==> src/rtl/cur_blk_fetch_pkg.sv <==
// Shared types and geometry constants for the current-block fetch controller.
package me_pkg;
  typedef enum logic [1:0] {
    IDLE  = 2'd0,
    FETCH = 2'd1,
    DRAIN = 2'd2
  } fetch_state_t;

  localparam int unsigned BLK_SIZE      = 16;
  localparam int unsigned FRAME_WIDTH   = 1920;
  localparam int unsigned FRAME_HEIGHT  = 1080;
  localparam logic [31:0] BASE_ADDR     = 32'd0;
  localparam int unsigned WORDS_PER_ROW = BLK_SIZE / 4;
  localparam int unsigned WORDS_PER_BLK = BLK_SIZE * BLK_SIZE / 4;
endpackage

==> src/rtl/cur_blk_fetch_addr_gen.sv <==
// Row/column walker for one block: produces the byte address of the current
// 4-byte word and flags the end of a row and of the block.
module cur_addr_gen #(
  parameter int unsigned BLK_SIZE    = 16,
  parameter int unsigned FRAME_WIDTH = 1920
) (
  input  logic        clk,
  input  logic        rst_n,
  input  logic        init,
  input  logic        advance,
  input  logic [31:0] init_base,
  output logic [31:0] addr,
  output logic        last_word,
  output logic        col_last,
  output logic        row_last
);
  localparam int unsigned WPR = BLK_SIZE / 4;
  localparam int CW = $clog2(WPR + 1);
  localparam int RW = $clog2(BLK_SIZE + 1);

  logic [CW-1:0] col_q, col_d;
  logic [RW-1:0] row_q, row_d;
  logic [31:0]   row_base_q, row_base_d;

  assign col_last  = (col_q == CW'(WPR - 1));
  assign row_last  = (row_q == RW'(BLK_SIZE - 1));
  assign last_word = col_last && row_last;
  assign addr      = row_base_q + (32'(col_q) << 2);

  always_comb begin
    col_d      = col_q;
    row_d      = row_q;
    row_base_d = row_base_q;
    if (init) begin
      col_d      = '0;
      row_d      = '0;
      row_base_d = init_base;
    end else if (advance) begin
      if (col_last) begin
        col_d      = '0;
        row_d      = row_q + RW'(1);
        row_base_d = row_base_q + FRAME_WIDTH;
      end else begin
        col_d = col_q + CW'(1);
      end
    end
  end

  always_ff @(posedge clk or negedge rst_n) begin
    if (!rst_n) begin
      col_q      <= '0;
      row_q      <= '0;
      row_base_q <= '0;
    end else begin
      col_q      <= col_d;
      row_q      <= row_d;
      row_base_q <= row_base_d;
    end
  end
endmodule

==> src/rtl/cur_blk_fetch.sv <==
// Current-block fetch controller: reads one block from frame memory and streams
// it over valid/ready. Optional stall counter port under CUR_FETCH_STALL_CNT_EN.
module cur_blk_fetch
  import me_pkg::*;
#(
  parameter int unsigned BLK_SIZE     = me_pkg::BLK_SIZE,
  parameter int unsigned FRAME_WIDTH  = me_pkg::FRAME_WIDTH,
  parameter int unsigned FRAME_HEIGHT = me_pkg::FRAME_HEIGHT,
  parameter logic [31:0] BASE_ADDR    = me_pkg::BASE_ADDR
) (
  input  logic        clk,
  input  logic        rst_n,
  input  logic        start,
  input  logic [11:0] blk_x,
  input  logic [11:0] blk_y,
  output logic        mem_en,
  output logic [31:0] mem_addr,
  input  logic [31:0] mem_data,
  output logic        out_valid,
  input  logic        out_ready,
  output logic [31:0] out_data,
  output logic        out_last,
  output logic        busy,
  output logic        done,
  output logic        err
`ifdef CUR_FETCH_STALL_CNT_EN
  ,
  output logic [15:0] stall_cnt
`endif
);
  fetch_state_t state_q, state_d;
  logic        out_valid_q, out_valid_d;
  logic [31:0] out_data_q, out_data_d;
  logic        out_last_q, out_last_d;
  logic        done_q, done_d;
  logic        err_q, err_d;
  logic [31:0] mem_addr_q, mem_addr_d;

  logic        load;
  logic        ag_init, ag_adv;
  logic [31:0] ag_addr, init_base;
  logic        ag_last, ag_col_last, ag_row_last;
  logic [31:0] x_end, y_end;
  logic        range_ok;

  // 32-bit products keep the full frame offset for any 12-bit block index.
  assign x_end     = (32'(blk_x) + 32'd1) * BLK_SIZE;
  assign y_end     = (32'(blk_y) + 32'd1) * BLK_SIZE;
  assign range_ok  = (x_end <= FRAME_WIDTH) && (y_end <= FRAME_HEIGHT);
  assign init_base = BASE_ADDR + 32'(blk_y) * BLK_SIZE * FRAME_WIDTH + 32'(blk_x) * BLK_SIZE;
  assign load      = !out_valid_q || out_ready;

  cur_addr_gen #(
    .BLK_SIZE    (BLK_SIZE),
    .FRAME_WIDTH (FRAME_WIDTH)
  ) u_addr_gen (
    .clk       (clk),
    .rst_n     (rst_n),
    .init      (ag_init),
    .advance   (ag_adv),
    .init_base (init_base),
    .addr      (ag_addr),
    .last_word (ag_last),
    .col_last  (ag_col_last),
    .row_last  (ag_row_last)
  );

  always_comb begin
    state_d     = state_q;
    out_valid_d = out_valid_q;
    out_data_d  = out_data_q;
    out_last_d  = out_last_q;
    done_d      = 1'b0;
    err_d       = 1'b0;
    mem_addr_d  = mem_addr_q;
    mem_en      = 1'b0;
    ag_init     = 1'b0;
    ag_adv      = 1'b0;
    case (state_q)
      IDLE: begin
        if (start) begin
          if (!range_ok) begin
            err_d = 1'b1;
          end else begin
            ag_init = 1'b1;
            state_d = FETCH;
          end
        end
      end
      FETCH: begin
        // Memory data is combinational, so a read is only issued when the
        // output register can take the word in the same cycle.
        if (load) begin
          mem_en      = 1'b1;
          mem_addr_d  = ag_addr;
          out_data_d  = mem_data;
          out_valid_d = 1'b1;
          out_last_d  = ag_col_last && ag_row_last;
          ag_adv      = 1'b1;
          if (ag_last) state_d = DRAIN;
        end
      end
      DRAIN: begin
        if (out_valid_q && out_ready) begin
          out_valid_d = 1'b0;
          out_last_d  = 1'b0;
          done_d      = 1'b1;
          state_d     = IDLE;
        end
      end
      default: state_d = IDLE;
    endcase
  end

  always_ff @(posedge clk or negedge rst_n) begin
    if (!rst_n) begin
      state_q     <= IDLE;
      out_valid_q <= 1'b0;
      out_data_q  <= '0;
      out_last_q  <= 1'b0;
      done_q      <= 1'b0;
      err_q       <= 1'b0;
      mem_addr_q  <= '0;
    end else begin
      state_q     <= state_d;
      out_valid_q <= out_valid_d;
      out_data_q  <= out_data_d;
      out_last_q  <= out_last_d;
      done_q      <= done_d;
      err_q       <= err_d;
      mem_addr_q  <= mem_addr_d;
    end
  end

  assign mem_addr  = mem_addr_d;
  assign out_valid = out_valid_q;
  assign out_data  = out_data_q;
  assign out_last  = out_valid_q && out_last_q;
  assign busy      = (state_q != IDLE);
  assign done      = done_q;
  assign err       = err_q;

`ifdef CUR_FETCH_STALL_CNT_EN
  logic [15:0] stall_cnt_q, stall_cnt_d;

  always_comb begin
    stall_cnt_d = stall_cnt_q;
    if (state_q == IDLE && start && range_ok) begin
      stall_cnt_d = '0;
    end else if (state_q != IDLE && out_valid_q && !out_ready && stall_cnt_q != 16'hFFFF) begin
      stall_cnt_d = stall_cnt_q + 16'd1;
    end
  end

  always_ff @(posedge clk or negedge rst_n) begin
    if (!rst_n) stall_cnt_q <= '0;
    else        stall_cnt_q <= stall_cnt_d;
  end

  assign stall_cnt = stall_cnt_q;
`endif
endmodule

==> config.mk <==
export PLATFORM = sky130hd
export DESIGN_NAME = cur_blk_fetch
export DESIGN_NICKNAME = d
export VERILOG_FILES = /design/src/rtl/cur_blk_fetch_pkg.sv /design/src/rtl/cur_blk_fetch_addr_gen.sv /design/src/rtl/cur_blk_fetch.sv
export SDC_FILE = /design/constraint.sdc
export NUM_CORES = 1
export LEC_CHECK = 0
export ABC_AREA = 0
export ABC_CLOCK_PERIOD_IN_PS = 6750
export CAP_MARGIN = 20
export CORE_UTILIZATION = 55
export CTS_CLUSTER_SIZE = 12
export DETAILED_ROUTE_END_ITERATION = 12
export PLACE_DENSITY = 0.84
export SLEW_MARGIN = 15
export SYNTH_ARGS = -nofsm -noshare
export SYNTH_HDL_FRONTEND = slang
export SYNTH_SLANG_ARGS = --single-unit
==> constraint.sdc <==
create_clock -name clk -period 6.75 [get_ports clk]
set_clock_uncertainty 0.15 [all_clocks]
set_input_delay 1.35 -clock clk [delete_from_list [all_inputs] [get_ports clk]]
set_output_delay 1.35 -clock clk [all_outputs]
set_load 0.005 [all_outputs]
==> run_results.csv <==
group,metric,value,unit
floorplanning,initial_core_util,56.85,%
finish,stdcell_count,1058,
logic_synthesis,yosys-top-cells-area,"dfrtp_1 39%, nand2_1 11%, ha_1 7.5%",
clock_network,post_cts_buffers,0,
logic_synthesis,synth_area,6857,µm²
logic_synthesis,ys_warn_count,0,
logic_synthesis,syn-num-nets,894,
logic_synthesis,ys.flop_type,"dfrtp_1",
global_route,antenna_found_initial,0,
clock_network,clockRootBuffer,"clkbuf_16",
floorplanning,die_area,12920,µm²
logic_synthesis,synthDominantCellAreaShare,38.69,%
logic_synthesis,synth-adder-area-share,13.91,%
floorplanning,rows,40,
global_route,grt_pass1_vias,5489,
sta,period_share,85.66,%
logic_synthesis,muxShareOfSynthArea,1.095,%
global_route,grt_max_degree,81,
clock_network,numCtsBuffers,9,
sta,fin_hold_ws,0.3251,ns
placement,placed_cells,1042,
sta,setup_viol,0,
sta,worstMarginPinSlew,0.9808,ns
floorplanning,core_area,12060,µm²
run_status,run_status,"completed",
logic_synthesis,synth_top_family_by_area,"simple AND/OR/NAND/NOR gates",
sta,final.setup.worst_slack,0.9682,ns
clock_network,clk_pin_slew,0.07,ns
logic_synthesis,yosys.area.top_type,"dfrtp_1",
clock_network,post_cts_resized,0,
finish,multi_input_area,3908,µm²
floorplanning,die_height,113.7,µm
sta,timing.final.crit_period,5.782,ns
worst_setup_path,endpoint_kind,"register",
floorplanning,ioPinCount,130,
worst_hold_path,worst_hold_path.num_cells,2,
logic_synthesis,synth_seq_area_share,38.69,%
worst_setup_path,critPathLaunchType,"input pin",
worst_setup_path,r2r_cells,8,
finish,fin_nets,1008,
placement,portBuffers,129,
clock_network,cts_tree,"yes",
logic_synthesis,synthSimpleGateAreaFrac,20.88,%
logic_synthesis,synth_compound_area_share,11.35,%
finish,final_layout_size_suffix_gt1_share,4.270,%
logic_synthesis,ys_types,63,
flow_run,cap_violations,0,
worst_setup_path,critical_path_class,"in2reg",
pwr,power,1.974,mW
pwr,power.density,231.0,nW/µm²
sta,slew_headroom,34.62,%
route,drtIter0Drc,389,
worst_setup_path,worstPathMaxFanout,6,
floorplanning,die_w,113.7,µm
sta,rsz0062_at_grt,"no",
finish,layout_commonest_cell,"nand2_1",
clock_network,clk_latency,0.35,ns
placement,pre_cts_ws,0.6357,ns
finish,area_delta_synth_final,24.64,%
pwr,leakage,3.911,nW
finish,diodes,0,
sta,tns,0,ns
worst_hold_path,hold_class,"reg2reg",
sta,slew_viol_final,0,
route,via_per_inst,5.354,
logic_synthesis,ys_seq_elements,106,
placement,hpwl,11.80,mm
logic_synthesis,synthArstFlopShare,100.0,%
clock_network,htree_levels,3,
clock_network,cts.sinks,106,
logic_synthesis,synth_cells,771,
worst_setup_path,cp.required,6.87,ns
route,drc_errors,0,
clock_network,holdBufCountCts,0,
route,ant_nets,0,
logic_synthesis,synth_edf_count,0,
pwr,vdd_drop_max,0.1190,mV
worst_setup_path,arrival,5.90,ns
global_route,grtUsageTotal,25.34,%
route,wl_per_cell,14.56,µm
sta,hold_violations,0,
finish,fillers,946,
global_route,globalRouteOverflowTotal,0,
route,first_pass_iters,5,
logic_synthesis,synth-xor-area-share,9.708,%
logic_synthesis,avgSynthCellArea,8.893,µm²
route,vias,5665,
route,wirelength,15.41,mm
finish,final_cell_mix,"191 x nand2_1, 128 x clkdlybuf4s50_1, 106 x dfrtp_1",
placement,routabilityCongestion,0.8848,
clock_network,clock_path_buffers,2,
global_route,grt_pass1_wl,26.13,mm
finish,seqCellArea,2653,µm²
sta,fmax,0.1730,GHz
sequential cells by signal, summed over array words and instances (netlist names):
signal,flops
mem_addr_q,32
out_data,32
u_addr_gen.row_base_q,28
u_addr_gen.row_q,5
u_addr_gen.col_q,3
state_q,2
done,1
err,1
out_last_q,1
out_valid,1
path summary, 6_finish.rpt:
kind                                            startpoint                               endpoint  slack, ns
setup / recovery                                  blk_y[2]  u_addr_gen.row_base_q[26]$_DFFE_PN0P_       0.97
hold / removal                     out_data[3]$_DFFE_PN0P_                out_data[3]$_DFFE_PN0P_       0.33
setup reg to reg           u_addr_gen.col_q[0]$_DFFE_PN0P_  u_addr_gen.row_base_q[29]$_DFFE_PN0P_       3.88
hold reg to reg                    out_data[3]$_DFFE_PN0P_                out_data[3]$_DFFE_PN0P_       0.33
max in group asynchronous                            rst_n               mem_addr_q[26]$_DFF_PN0_       4.44
min in group asynchronous                            rst_n               out_data[21]$_DFFE_PN0P_       0.86
logic make-up (layout without fill, tap and decap cells):
logic type | after synthesis | after routing
AND/OR/NAND/NOR | 323 | 323
XOR/XNOR | 76 | 76
adder cells (fa/ha/maj) | 63 | 63
multiplexers | 7 | 7
AO/OA/AOI/OAI | 117 | 117
flip-flops | 106 | 106
buffers and inverters | 79 | 198
synthesized netlist by cell type (2+ instances only):
cell and count:
nor2_1 47, and3_1 8, inv_1 50, nand4_1 18, buf_2 3, nor3_1 9, a2111oi_0 3, o21ai_1 2
nand2_1 192, xor2_1 33, o21bai_1 2, a31oi_1 7, dfrtp_1 106, fa_1 22, mux2_2 4, xnor2_1 43
clkbuf_1 22, a211o_1 3, o211ai_1 3, nor3b_1 3, and2_1 3, a211oi_1 5, o22ai_1 2, a31o_2 2
buf_1 4, ha_1 41, nand4b_1 2, a21oi_1 20, nand3b_1 2, o21a_1 2, nor4_1 4, nand2b_1 3
nor2b_1 5, and4_1 3, o21ai_0 41, a21o_1 7, nand3_1 17, mux2i_1 3
metrics by stage:
stage | util [%] | instance area (µm²)
global placement | 68.56 | 8269
CTS | 70.85 | 8546
global route | 70.85 | 8546
floorplan | - | 6857
finish | 70.85 | 8546
detailed placement | 68.56 | 8269
layout make-up:
cell class	instances	area share (%)
multi-input cells	586	45.72
well taps	168	2.460
inverters	50	2.196
flip-flops and latches	106	31.04
clock inverters	6	0.5564
repair buffers	132	15.34
clock buffers	10	2.679
worst max-delay path: stages:
cell	delay (ns)
clkdlybuf4s50_1	0.64
inv_1	0.15
fa_1	0.50
fa_1	0.52
inv_1	0.04
ha_1	0.34
xor2_1	0.18
ha_1	0.32
nor2_1	0.06
a2111oi_0	0.75
nand2_1	0.20
nor2_1	0.23
or4b_1	0.45
a31oi_1	0.17
routing by layer:
metal | part of all wire, % | GRT usage [%]
met1 | 45 | 33.32
met2 | 48 | 43.50
met3 | 5.6 | 4.038
met4 | 1.5 | 7.193
met5 | 0 | 0
report_power, final:
part / switching (mW) / internal, mW
logic: 0.388 / 0.359
clock network: 0.234 / 0.255
registers: 0.0393 / 0.698
total: 0.661 / 1.31
(Power assumes the default switching activity.)
